===== src/rtl/dmem_arbiter_if.sv =====
// Data-memory arbiter bus: retired-store path, load request, memory port, writeback.
// slave = arbiter side, master = core/memory side.
interface dmem_arbiter_if;
  logic        st_valid;
  logic [31:0] st_addr;
  logic [31:0] st_data;
  logic        st_half;
  logic        st_full;
  logic        ld_valid;
  logic [31:0] ld_addr;
  logic [2:0]  ld_func3;
  logic [6:0]  ld_pd;
  logic [4:0]  ld_rob;
  logic        ld_ready;
  logic        flush;
  logic        mem_req;
  logic        mem_we;
  logic [31:0] mem_addr;
  logic [31:0] mem_wdata;
  logic [3:0]  mem_be;
  logic        mem_gnt;
  logic        mem_rvalid;
  logic [31:0] mem_rdata;
  logic        wb_valid;
  logic [31:0] wb_data;
  logic [6:0]  wb_pd;
  logic [4:0]  wb_rob;

  modport slave (
    input  st_valid, st_addr, st_data, st_half, ld_valid, ld_addr, ld_func3, ld_pd, ld_rob,
           flush, mem_gnt, mem_rvalid, mem_rdata,
    output st_full, ld_ready, mem_req, mem_we, mem_addr, mem_wdata, mem_be,
           wb_valid, wb_data, wb_pd, wb_rob
  );

  modport master (
    output st_valid, st_addr, st_data, st_half, ld_valid, ld_addr, ld_func3, ld_pd, ld_rob,
           flush, mem_gnt, mem_rvalid, mem_rdata,
    input  st_full, ld_ready, mem_req, mem_we, mem_addr, mem_wdata, mem_be,
           wb_valid, wb_data, wb_pd, wb_rob
  );
endinterface


===== src/rtl/dmem_arbiter.sv =====
// Data-memory arbiter: 4-entry retired-store FIFO plus one load, one memory
// transaction in flight. Stores take priority over loads; a load that overlaps
// any buffered store word is held off.
// Optional macro DMEM_LOAD_AGING_EN: a waiting load wins after losing three
// arbitrations to stores.
module dmem_arbiter (
  input logic           clk,
  input logic           reset,
  dmem_arbiter_if.slave bus
);
  typedef enum logic [1:0] {IDLE, ST_REQ, LD_REQ, LD_WAIT} state_t;

  typedef struct packed {
    logic [31:0] addr;
    logic [31:0] data;
    logic        half;
  } st_entry_t;

  state_t      state, state_nxt;
  st_entry_t   fifo [4];
  st_entry_t   head;
  logic [1:0]  rd_ptr, wr_ptr;
  logic [2:0]  count;
  logic [3:0][1:0] slot_off;
  logic        enq, deq, hazard, load_cand, store_wins, ld_accept;

  logic [31:0] lq_addr;
  logic [2:0]  lq_func3;
  logic [6:0]  lq_pd;
  logic [4:0]  lq_rob;
  logic        killed;

  logic        mem_req_c, mem_we_c;
  logic [31:0] mem_addr_c, mem_wdata_c;
  logic [3:0]  mem_be_c;
  logic [7:0]  ld_byte;

  logic        wb_valid_q;
  logic [31:0] wb_data_q;
  logic [6:0]  wb_pd_q;
  logic [4:0]  wb_rob_q;

  assign head = fifo[rd_ptr];
  assign enq  = bus.st_valid && (count != 3'd4);

  // Hazard: any occupied slot holding the same word as the incoming load.
  always_comb begin
    hazard = 1'b0;
    for (int i = 0; i < 4; i++) begin
      slot_off[i] = 2'(i) - rd_ptr;
      if (({1'b0, slot_off[i]} < count) && (fifo[i].addr[31:2] == bus.ld_addr[31:2]))
        hazard = 1'b1;
    end
  end

  assign load_cand = bus.ld_valid && !hazard && !bus.flush;

`ifdef DMEM_LOAD_AGING_EN
  logic [1:0] age;

  assign store_wins = (count != 3'd0) && !(load_cand && (age == 2'd3));

  // Age a hazard-free waiting load each time a store beats it.
  always_ff @(posedge clk or posedge reset) begin
    if (reset)
      age <= 2'd0;
    else if (ld_accept)
      age <= 2'd0;
    else if ((state == IDLE) && store_wins && load_cand && (age != 2'd3))
      age <= age + 2'd1;
  end
`else
  assign store_wins = (count != 3'd0);
`endif

  // Store payload storage; contents are only meaningful while counted.
  always_ff @(posedge clk) begin
    if (enq) fifo[wr_ptr] <= '{addr: bus.st_addr, data: bus.st_data, half: bus.st_half};
  end

  // FIFO pointers and occupancy.
  always_ff @(posedge clk or posedge reset) begin
    if (reset) begin
      rd_ptr <= 2'd0;
      wr_ptr <= 2'd0;
      count  <= 3'd0;
    end else begin
      if (enq) wr_ptr <= wr_ptr + 2'd1;
      if (deq) rd_ptr <= rd_ptr + 2'd1;
      count <= count + {2'b00, enq} - {2'b00, deq};
    end
  end

  // State register.
  always_ff @(posedge clk or posedge reset) begin
    if (reset) state <= IDLE;
    else       state <= state_nxt;
  end

  // Next state and memory-port drive; outputs depend only on state and held
  // registers so they stay stable until granted.
  always_comb begin
    state_nxt   = state;
    ld_accept   = 1'b0;
    deq         = 1'b0;
    mem_req_c   = 1'b0;
    mem_we_c    = 1'b0;
    mem_addr_c  = 32'd0;
    mem_wdata_c = 32'd0;
    mem_be_c    = 4'd0;
    case (state)
      IDLE: begin
        if (store_wins) begin
          state_nxt = ST_REQ;
        end else if (load_cand) begin
          ld_accept = 1'b1;
          state_nxt = LD_REQ;
        end
      end
      ST_REQ: begin
        mem_req_c  = 1'b1;
        mem_we_c   = 1'b1;
        mem_addr_c = head.addr;
        if (head.half) begin
          mem_wdata_c = {2{head.data[15:0]}};
          mem_be_c    = head.addr[1] ? 4'b1100 : 4'b0011;
        end else begin
          mem_wdata_c = head.data;
          mem_be_c    = 4'b1111;
        end
        if (bus.mem_gnt) begin
          deq       = 1'b1;
          state_nxt = IDLE;
        end
      end
      LD_REQ: begin
        mem_req_c  = 1'b1;
        mem_addr_c = {lq_addr[31:2], 2'b00};
        mem_be_c   = 4'b1111;
        if (bus.mem_gnt) state_nxt = LD_WAIT;
      end
      LD_WAIT: begin
        if (bus.mem_rvalid) state_nxt = IDLE;
      end
      default: state_nxt = IDLE;
    endcase
  end

  // Latch the accepted load; a flush while it is in flight kills its writeback.
  always_ff @(posedge clk or posedge reset) begin
    if (reset) begin
      lq_addr  <= 32'd0;
      lq_func3 <= 3'd0;
      lq_pd    <= 7'd0;
      lq_rob   <= 5'd0;
      killed   <= 1'b0;
    end else if (ld_accept) begin
      lq_addr  <= bus.ld_addr;
      lq_func3 <= bus.ld_func3;
      lq_pd    <= bus.ld_pd;
      lq_rob   <= bus.ld_rob;
      killed   <= 1'b0;
    end else if (bus.flush && ((state == LD_REQ) || (state == LD_WAIT))) begin
      killed <= 1'b1;
    end
  end

  assign ld_byte = bus.mem_rdata[{lq_addr[1:0], 3'b000} +: 8];

  // Registered writeback, only for a live load's returning data.
  always_ff @(posedge clk or posedge reset) begin
    if (reset) begin
      wb_valid_q <= 1'b0;
      wb_data_q  <= 32'd0;
      wb_pd_q    <= 7'd0;
      wb_rob_q   <= 5'd0;
    end else begin
      wb_valid_q <= 1'b0;
      if ((state == LD_WAIT) && bus.mem_rvalid && !killed && !bus.flush) begin
        wb_valid_q <= 1'b1;
        wb_data_q  <= (lq_func3 == 3'b100) ? {24'd0, ld_byte} : bus.mem_rdata;
        wb_pd_q    <= lq_pd;
        wb_rob_q   <= lq_rob;
      end
    end
  end

  assign bus.st_full   = (count == 3'd4);
  assign bus.ld_ready  = ld_accept;
  assign bus.mem_req   = mem_req_c;
  assign bus.mem_we    = mem_we_c;
  assign bus.mem_addr  = mem_addr_c;
  assign bus.mem_wdata = mem_wdata_c;
  assign bus.mem_be    = mem_be_c;
  assign bus.wb_valid  = wb_valid_q;
  assign bus.wb_data   = wb_data_q;
  assign bus.wb_pd     = wb_pd_q;
  assign bus.wb_rob    = wb_rob_q;
endmodule


===== src/flat_wrapper.sv =====
// flat-port wrapper written by rule: the top's interface ports become plain ports
module dmem_arbiter_flat 
  (clk, reset, bus_st_valid, bus_st_addr, bus_st_data, bus_st_half, bus_ld_valid, bus_ld_addr, bus_ld_func3, bus_ld_pd, bus_ld_rob, bus_flush, bus_mem_gnt, bus_mem_rvalid, bus_mem_rdata, bus_st_full, bus_ld_ready, bus_mem_req, bus_mem_we, bus_mem_addr, bus_mem_wdata, bus_mem_be, bus_wb_valid, bus_wb_data, bus_wb_pd, bus_wb_rob);
  dmem_arbiter_if bus_i ();
  input logic clk;
  input logic reset;
  input wire logic [$bits(bus_i.st_valid)-1:0] bus_st_valid;
  input wire logic [$bits(bus_i.st_addr)-1:0] bus_st_addr;
  input wire logic [$bits(bus_i.st_data)-1:0] bus_st_data;
  input wire logic [$bits(bus_i.st_half)-1:0] bus_st_half;
  input wire logic [$bits(bus_i.ld_valid)-1:0] bus_ld_valid;
  input wire logic [$bits(bus_i.ld_addr)-1:0] bus_ld_addr;
  input wire logic [$bits(bus_i.ld_func3)-1:0] bus_ld_func3;
  input wire logic [$bits(bus_i.ld_pd)-1:0] bus_ld_pd;
  input wire logic [$bits(bus_i.ld_rob)-1:0] bus_ld_rob;
  input wire logic [$bits(bus_i.flush)-1:0] bus_flush;
  input wire logic [$bits(bus_i.mem_gnt)-1:0] bus_mem_gnt;
  input wire logic [$bits(bus_i.mem_rvalid)-1:0] bus_mem_rvalid;
  input wire logic [$bits(bus_i.mem_rdata)-1:0] bus_mem_rdata;
  output wire logic [$bits(bus_i.st_full)-1:0] bus_st_full;
  output wire logic [$bits(bus_i.ld_ready)-1:0] bus_ld_ready;
  output wire logic [$bits(bus_i.mem_req)-1:0] bus_mem_req;
  output wire logic [$bits(bus_i.mem_we)-1:0] bus_mem_we;
  output wire logic [$bits(bus_i.mem_addr)-1:0] bus_mem_addr;
  output wire logic [$bits(bus_i.mem_wdata)-1:0] bus_mem_wdata;
  output wire logic [$bits(bus_i.mem_be)-1:0] bus_mem_be;
  output wire logic [$bits(bus_i.wb_valid)-1:0] bus_wb_valid;
  output wire logic [$bits(bus_i.wb_data)-1:0] bus_wb_data;
  output wire logic [$bits(bus_i.wb_pd)-1:0] bus_wb_pd;
  output wire logic [$bits(bus_i.wb_rob)-1:0] bus_wb_rob;
  assign bus_i.st_valid = bus_st_valid;
  assign bus_i.st_addr = bus_st_addr;
  assign bus_i.st_data = bus_st_data;
  assign bus_i.st_half = bus_st_half;
  assign bus_i.ld_valid = bus_ld_valid;
  assign bus_i.ld_addr = bus_ld_addr;
  assign bus_i.ld_func3 = bus_ld_func3;
  assign bus_i.ld_pd = bus_ld_pd;
  assign bus_i.ld_rob = bus_ld_rob;
  assign bus_i.flush = bus_flush;
  assign bus_i.mem_gnt = bus_mem_gnt;
  assign bus_i.mem_rvalid = bus_mem_rvalid;
  assign bus_i.mem_rdata = bus_mem_rdata;
  assign bus_st_full = bus_i.st_full;
  assign bus_ld_ready = bus_i.ld_ready;
  assign bus_mem_req = bus_i.mem_req;
  assign bus_mem_we = bus_i.mem_we;
  assign bus_mem_addr = bus_i.mem_addr;
  assign bus_mem_wdata = bus_i.mem_wdata;
  assign bus_mem_be = bus_i.mem_be;
  assign bus_wb_valid = bus_i.wb_valid;
  assign bus_wb_data = bus_i.wb_data;
  assign bus_wb_pd = bus_i.wb_pd;
  assign bus_wb_rob = bus_i.wb_rob;
  dmem_arbiter u_core (.clk(clk), .reset(reset), .bus(bus_i));
endmodule

===== config.mk =====
export PLATFORM = sky130hd
export DESIGN_NAME = dmem_arbiter_flat
export DESIGN_NICKNAME = d
export VERILOG_FILES = /design/src/rtl/dmem_arbiter_if.sv /design/src/rtl/dmem_arbiter.sv /design/src/flat_wrapper.sv
export SDC_FILE = /design/constraint.sdc
export NUM_CORES = 1
export LEC_CHECK = 0
export BUFFER_PORTS_ARGS = -buffer_cell sky130_fd_sc_hd__buf_2
export CORE_MARGIN = 3
export CORE_UTILIZATION = 40
export DETAILED_ROUTE_END_ITERATION = 8
export GPL_ROUTABILITY_DRIVEN = 0
export PLACE_DENSITY = 0.61
export SETUP_SLACK_MARGIN = 0.5
export SYNTH_ARGS = -nofsm -noshare
export SYNTH_HDL_FRONTEND = slang
export SYNTH_SLANG_ARGS = --single-unit

===== constraint.sdc =====
create_clock -name clk -period 3.8 [get_ports clk]
set_clock_uncertainty 0.05 [all_clocks]
set_input_delay 0 -clock clk [delete_from_list [all_inputs] [get_ports clk]]
set_output_delay 0 -clock clk [all_outputs]
set_load 0.05 [all_outputs]

**Yosys cells after proc, flatten, opt, wreduce, memory -nomap -nowiden**

Memory sizes are Yosys's and may differ from the RTL's.
Index checks and enable logic that the tools add are counted.

- Add/subtract/negate cells: 8
- Multiply operators: 0
- Divide/modulo/power cells: 0
- $lt $le $gt $ge: 4
- Equality and inequality tests: 14
- Shifts and indexed selects: 1
- Muxes and demuxes: 29
- Bitwise gates (word level): 0
- Reduce and logical (&&, ||, !) cells: 20

Operator list:

| cell | number |
|---|---|
| 30-bit == test | 4 |
| 32-bit two-way mux | 3 |
| 32-bit case mux with 2 select lines | 1 |
| 32-bit by 6-bit indexed part select with 8-bit output | 1 |
| 1-bit two-way mux | 16 |
| 2-bit by 3-bit < comparator with 1-bit output | 4 |
| 1-bit logical AND | 11 |
| 2-bit two-way mux | 5 |
| 4-bit two-way mux | 2 |
| 2-bit case mux with 4 select lines | 1 |
| 4-bit case mux with 2 select lines | 1 |
| 3-bit == test (second input constant) | 2 |
| 2-bit inequality test (second input constant) | 3 |
| 2-bit by 1-bit adder with 2-bit output (second input constant) | 2 |
| 2-bit == test (second input constant) | 2 |
| 4-bit AND reduction | 1 |
| 1-bit by 2-bit subtractor with 2-bit output (first input constant) | 2 |
| 2-bit subtractor (first input constant) | 2 |
| 3-bit by 1-bit adder with 3-bit output | 1 |
| 1-bit zero test | 3 |
| 3-bit by 1-bit inequality test with 1-bit output (second input constant) | 1 |
| 3-bit inequality test (second input constant) | 1 |
| 3-bit nonzero test | 1 |
| 3-bit by 1-bit subtractor with 3-bit output | 1 |
| 5 further kinds | 5 |

- Flip-flop bits (word level): 102
- Latch bits: 0
- Memory bits (writable): 260
- ROM bits: 0
- Input bits: 151
- Output and inout bits: 117
- Logic and storage cells: 90
- Memories: 1

Memories:

| name | words | bits a word | read ports | clocked after memory_dff | write ports | RTL line | source |
|---|---|---|---|---|---|---|---|
| u_core.fifo | 4 | 65 | 5 | 0 | 1 | dmem_arbiter.sv:20 | `st_entry_t fifo [4];` |

**Longest topological paths before layout**

- Depth after elaboration: 14
- Gate-level depth with buffers: 14
- Gate-level depth less buffers: 10

**Worst setup path before layout**

No wires, ideal clock.

- Kind: register to register
- Start: register u_core.count[2]
- End: memory u_core.fifo[0][0] (netlist name) (enable)
- Library setup time: 0.550 ns
- Data arrival time: 2.791 ns
- Data required time: 3.200 ns
- Slack: 0.409 ns
- Stages on the path, launching flop included: 6
- Buffers on the path: 1
- Period minus slack after synthesis: 3.391 ns
- Cells stage by stage: dfrtp_1 inv_1 nor3_1 nor2b_1 clkbuf_1 and2_1

- Word-level cells in the longest chain between the ends: 4

Ends and longest elaborated chain:

| element | RTL line | source |
|---|---|---|
| from (decl) | dmem_arbiter.sv:23 | `logic [2:0] count;` |
| from (signal assigned) | dmem_arbiter.sv:90 | `count <= count + {2'b00, enq} - {2'b00, deq};` |
| 3-bit inequality test | dmem_arbiter.sv:44 | `assign enq = bus.st_valid && (count != 3'd4);` |
| 1-bit logical AND | dmem_arbiter.sv:44 |  |
| net u_core.enq | dmem_arbiter.sv:25 | `logic enq, deq, hazard, load_cand, store_wins, ld_accept;` |
| 1-bit two-way mux | dmem_arbiter.sv:78 | `if (enq) fifo[wr_ptr] <= '{addr: bus.st_addr, data: bus.st_data, half: bus.st_half};` |
| 1-bit two-way mux (not written as such) | dmem_arbiter.sv:78 |  |
| to (decl) | dmem_arbiter.sv:20 |  |

The timed path passes the listed nets, and every way through them passes these cells.

**Final worst setup path**

- Start: register u_core.rd_ptr[0]
- End: register u_core.state[0]

- Word-level cells in the longest chain between the ends: 12
- Elaborated cells on any way between the ends: 21
- Those cells by class: add/sub (4); order compare (4); eq/ne (1); mux (4); reduce/logical (8)

Ends and longest elaborated chain:

| element | RTL line | source |
|---|---|---|
| from (decl) | dmem_arbiter.sv:22 | `logic [1:0] rd_ptr, wr_ptr;` |
| from (signal assigned) | dmem_arbiter.sv:89 | `if (deq) rd_ptr <= rd_ptr + 2'd1;` |
| 1-bit by 2-bit subtractor with 2-bit output | dmem_arbiter.sv:50 | `slot_off[i] = 2'(i) - rd_ptr;` |
| 2-bit by 3-bit < comparator with 1-bit output | dmem_arbiter.sv:51 | `if (({1'b0, slot_off[i]} < count) && (fifo[i].addr[31:2] == bus.ld_addr[31:2]))` |
| 1-bit logical AND | dmem_arbiter.sv:51 |  |
| 1-bit two-way mux (3 in a row) | dmem_arbiter.sv:51 |  |
| 1-bit two-way mux * | dmem_arbiter.sv:51 |  |
| 1-bit zero test * | dmem_arbiter.sv:56 | `assign load_cand = bus.ld_valid && !hazard && !bus.flush;` |
| 1-bit logical AND * (2 in a row) | dmem_arbiter.sv:56 |  |
| 3-bit by 1-bit inequality test with 1-bit output (no line) * | - |  |
| 4-bit AND reduction (no line) * | - |  |
| to (signal assigned) | dmem_arbiter.sv:97 | `else state <= state_nxt;` |
| to (decl) | dmem_arbiter.sv:19 | `state_t state, state_nxt;` |

Every way passes the cells marked *; elsewhere a longest branch is shown, timed or not.
A chain may end at the register's enable or synchronous reset.

==> run metrics <==
achievable frequency=325 MHz; Worst EP arrival=3.45 ns; routed via count divided by cell count=5.15; largest voltage drop on the vdd net=0.696 mV; CP Max Fanout=3; Total Routed Length=43200 µm; part of the Yosys area used for sequential elements=0.649; Die Span Y=206 µm; Max Transition Viols Final=0; antenna violation net count after detailed routing=0; Post-synth top flop=sky130_fd_sc_hd__edfxtp_1; most instantiated library cell after synthesis=sky130_fd_sc_hd__edfxtp_1; Area contributors post-synth=sky130_fd_sc_hd__edfxtp_1, sky130_fd_sc_hd__dfrtp_1, sky130_fd_sc_hd__mux4_2; TritonCTS buffer count=40; filler cell count in the final layout=3173; via count of the first global-routing pass=10.4k; hold crit path type=input pin to asynchronous set/reset pin; crit path launch type=register; Buffers on Ports=267; Clock Tree Buf Depth=3; via count=10.0k; final setup slack of the worst path=0.720 ns; effective utilization at floorplan=0.409; Critical Path Start=u_core.rd_ptr[0]; synth cell count leaders=sky130_fd_sc_hd__edfxtp_1, sky130_fd_sc_hd__dfrtp_1, sky130_fd_sc_hd__xor2_1; clock network latency to the later pin of the worst-skew pair=0.55 ns; antenna violations before repair=2; buffer type at the clock tree root=sky130_fd_sc_hd__clkbuf_16; Total GRT Usage=0.201; number of distinct standard cells referenced by the synthesized netlist=40; number of diodes=0; time the worst path needs with I/O delays and setup=3.08 ns; outcome=finished, final reports clean; Congestion Overflow GR=0; clock transition at the registers of the reported paths=0.06 ns; beginning of the worst register-to-register path=u_core.rd_ptr[0]; final hold violations=0; CTS tree=yes; share of cells above drive strength 1=0.338; Horiz. Die Dim=206 µm; count of flip-flops with a built-in enable after synthesis=260; post-placement worst setup slack=0.727 ns; post-route cell area=0.0208 mm²; capture instance of the worst register-to-register path=u_core.state[0]; DRC violations left=0; hpwl dp=29000 µm; reg-to-reg setup timing slack=0.72 ns; global-route wire length before repair=63400 µm; final routed wire length divided by cell count=22.2 µm; count of boundary I/O pins=268; Crit Path Category=register to register; cell total after placement=1714; number of nets in the finished design=1561; worst reg2reg path depth=10; Cell Pwr Density=815 mW/mm²; Relative slew margins=0.378; area share of the largest cell type after synthesis=0.489; fin crit share=0.811; CP endpoint=u_core.state[0]; Setup crit end kind=register; leakage component of the power=8.42 nW; synth-to-layout area growth=30.3%; initial drt markers=760; area of the core=0.0390 mm²; pin count of the biggest net entering global routing=56; post-placement cell area=0.0178 mm²; final non-filler cell total=1943; clock sinks=362; final total negative setup slack=0 ns; number of detailed-routing iterations run before antenna repair=5; RSZ-0062 raised after global routing=false; mean post-synth cell area=16.2 µm²; number of H-tree levels=2; transition time at the pin with the least slew margin=0.926 ns; area of the mapped netlist=0.0160 mm²; Setup-failing EPs final=0; area enclosed by the die boundary=0.0423 mm²; Mapped Nets=1154; number of cell rows=72; max cap viols=0; Crit path required time=4.17 ns; number of instances in the synthesized netlist=988; Async S/R FF share, synth=0.282; number of synthesized register bits=362; number of warnings issued by yosys=0; cell taking the most area after synthesis=sky130_fd_sc_hd__edfxtp_1
timing repair:
action | 4_1_cts | 5_1_grt
resized for setup | 4 | 2
cloned | 1 | 0
hold buffers | 151 | 0
setup endpoints to repair | 21 | 3
pin swaps | 1 | 1
setup buffers | 1 | 4
hold endpoints to repair | 392 | 0
per-layer routing:
layer	vias up	wire length [µm]	global-route usage	part of all wire
met2	346	21100	0.339	0.49
met4	4	1010	0.0550	0.023
met1	5049	17700	0.261	0.41
met5	-	25	0	0.00058
met3	71	3320	0.0500	0.077
li1	4536	-	-	-
through the flow:
stage / utilization / total power [mW] / hold WS, ns
after global routing: 0.533 / 17.8 / 0.110
after detailed placement: 0.456 / 12.8 / 0.106
after CTS: 0.532 / 17.1 / 0.0666
final: 0.533 / 17.0 / 0.0597
after global placement: 0.456 / 12.7 / 0.109
after floorplan: - / 11.0 / 0.0489
worst min path at each step:
stage	to	startpoint	cells after the start	slack (ns)
5_1_grt	u_core.bus.wb_data[22]	reset	3	0.11
6_report	u_core.bus.wb_data[22]	reset	3	0.06
2_1_floorplan	u_core.fifo[0][0]	bus_st_half	0	0.05
3_5_place_dp	u_core.bus.wb_data[22]	reset	2	0.11
3_3_place_gp	u_core.bus.wb_data[29]	reset	2	0.11
4_1_cts	u_core.bus.wb_data[22]	reset	3	0.07
where the power goes:
| group | switching [mW] | internal, mW |
|---|---|---|
| clock | 1.55 | 2.55 |
| sequential | 0.492 | 5.34 |
| combinational | 4.56 | 2.46 |
placed cells by master, fill, tap and decap left out, types with 6 or more instances in the layout:
cell type / netlist / final
sky130_fd_sc_hd__xnor2_1: 45 / 45
sky130_fd_sc_hd__clkbuf_1: 24 / 7
sky130_fd_sc_hd__buf_12: 1 / 6
sky130_fd_sc_hd__edfxtp_1: 260 / 260
sky130_fd_sc_hd__buf_2: 36 / 267
sky130_fd_sc_hd__nor2b_1: 19 / 19
sky130_fd_sc_hd__bufinv_16: 0 / 6
sky130_fd_sc_hd__nor2_1: 15 / 15
sky130_fd_sc_hd__xor2_1: 81 / 81
sky130_fd_sc_hd__nand2_1: 51 / 51
sky130_fd_sc_hd__mux4_2: 65 / 65
sky130_fd_sc_hd__a22o_1: 54 / 54
sky130_fd_sc_hd__mux2i_1: 24 / 24
sky130_fd_sc_hd__inv_1: 16 / 15
sky130_fd_sc_hd__o22ai_1: 9 / 9
sky130_fd_sc_hd__dlygate4sd3_1: 0 / 151
sky130_fd_sc_hd__nor4_1: 18 / 18
sky130_fd_sc_hd__nand4_1: 14 / 14
sky130_fd_sc_hd__clkbuf_16: 0 / 43
sky130_fd_sc_hd__and2_1: 26 / 22
sky130_fd_sc_hd__buf_4: 6 / 15
sky130_fd_sc_hd__o21ai_0: 10 / 10
sky130_fd_sc_hd__clkinv_2: 0 / 6
sky130_fd_sc_hd__a21oi_1: 13 / 13
sky130_fd_sc_hd__ha_1: 14 / 14
sky130_fd_sc_hd__mux2_4: 8 / 8
sky130_fd_sc_hd__mux2_2: 40 / 40
sky130_fd_sc_hd__dfrtp_1: 102 / 100
sequential cells by signal (all words and copies together) (netlist names), 3 cells and up:
register and count:
u_core.fifo 260, u_core.bus.wb_data 32, u_core.lq_addr 32, u_core.bus.wb_pd 7
u_core.lq_pd 7, u_core.bus.wb_rob 5, u_core.lq_rob 5, u_core.count 3
u_core.lq_func3 3
area by class of cell:
type	instances	area, µm²	share of cell area
Sequential cell	362	10400	0.498
Tap cell	518	648	0.0312
Timing Repair Buffer	442	3120	0.150
Multi-Input combinational cell	533	5190	0.250
Clock inverter	18	251	0.0121
Inverter	16	62.6	0.00301
Clock buffer	54	1160	0.0556
critical path, stage by stage (launching register included):
cell and delay (ns):
sky130_fd_sc_hd__dfrtp_4 0.48, sky130_fd_sc_hd__xnor2_1 0.22, sky130_fd_sc_hd__inv_1 0.07, sky130_fd_sc_hd__ha_1 0.27, sky130_fd_sc_hd__a21oi_1 0.05, sky130_fd_sc_hd__o211ai_1 0.15
sky130_fd_sc_hd__nor3_1 0.10, sky130_fd_sc_hd__nor4b_4 0.45, sky130_fd_sc_hd__nand2_1 0.18, sky130_fd_sc_hd__a311o_1 0.38, sky130_fd_sc_hd__dlygate4sd3_1 0.56
logic make-up (layout without fill, tap and decap cells):
group	after synthesis	count (layout)	synth area share
flops	362	362	0.649
buf+inv	94	530	0.0283
simple gates	156	157	0.0523
compound gates	98	98	0.0467
mux	137	137	0.142
fa+ha+maj	15	15	0.0122
xor+xnor	126	126	0.0691
(Power assumes the default switching activity.)
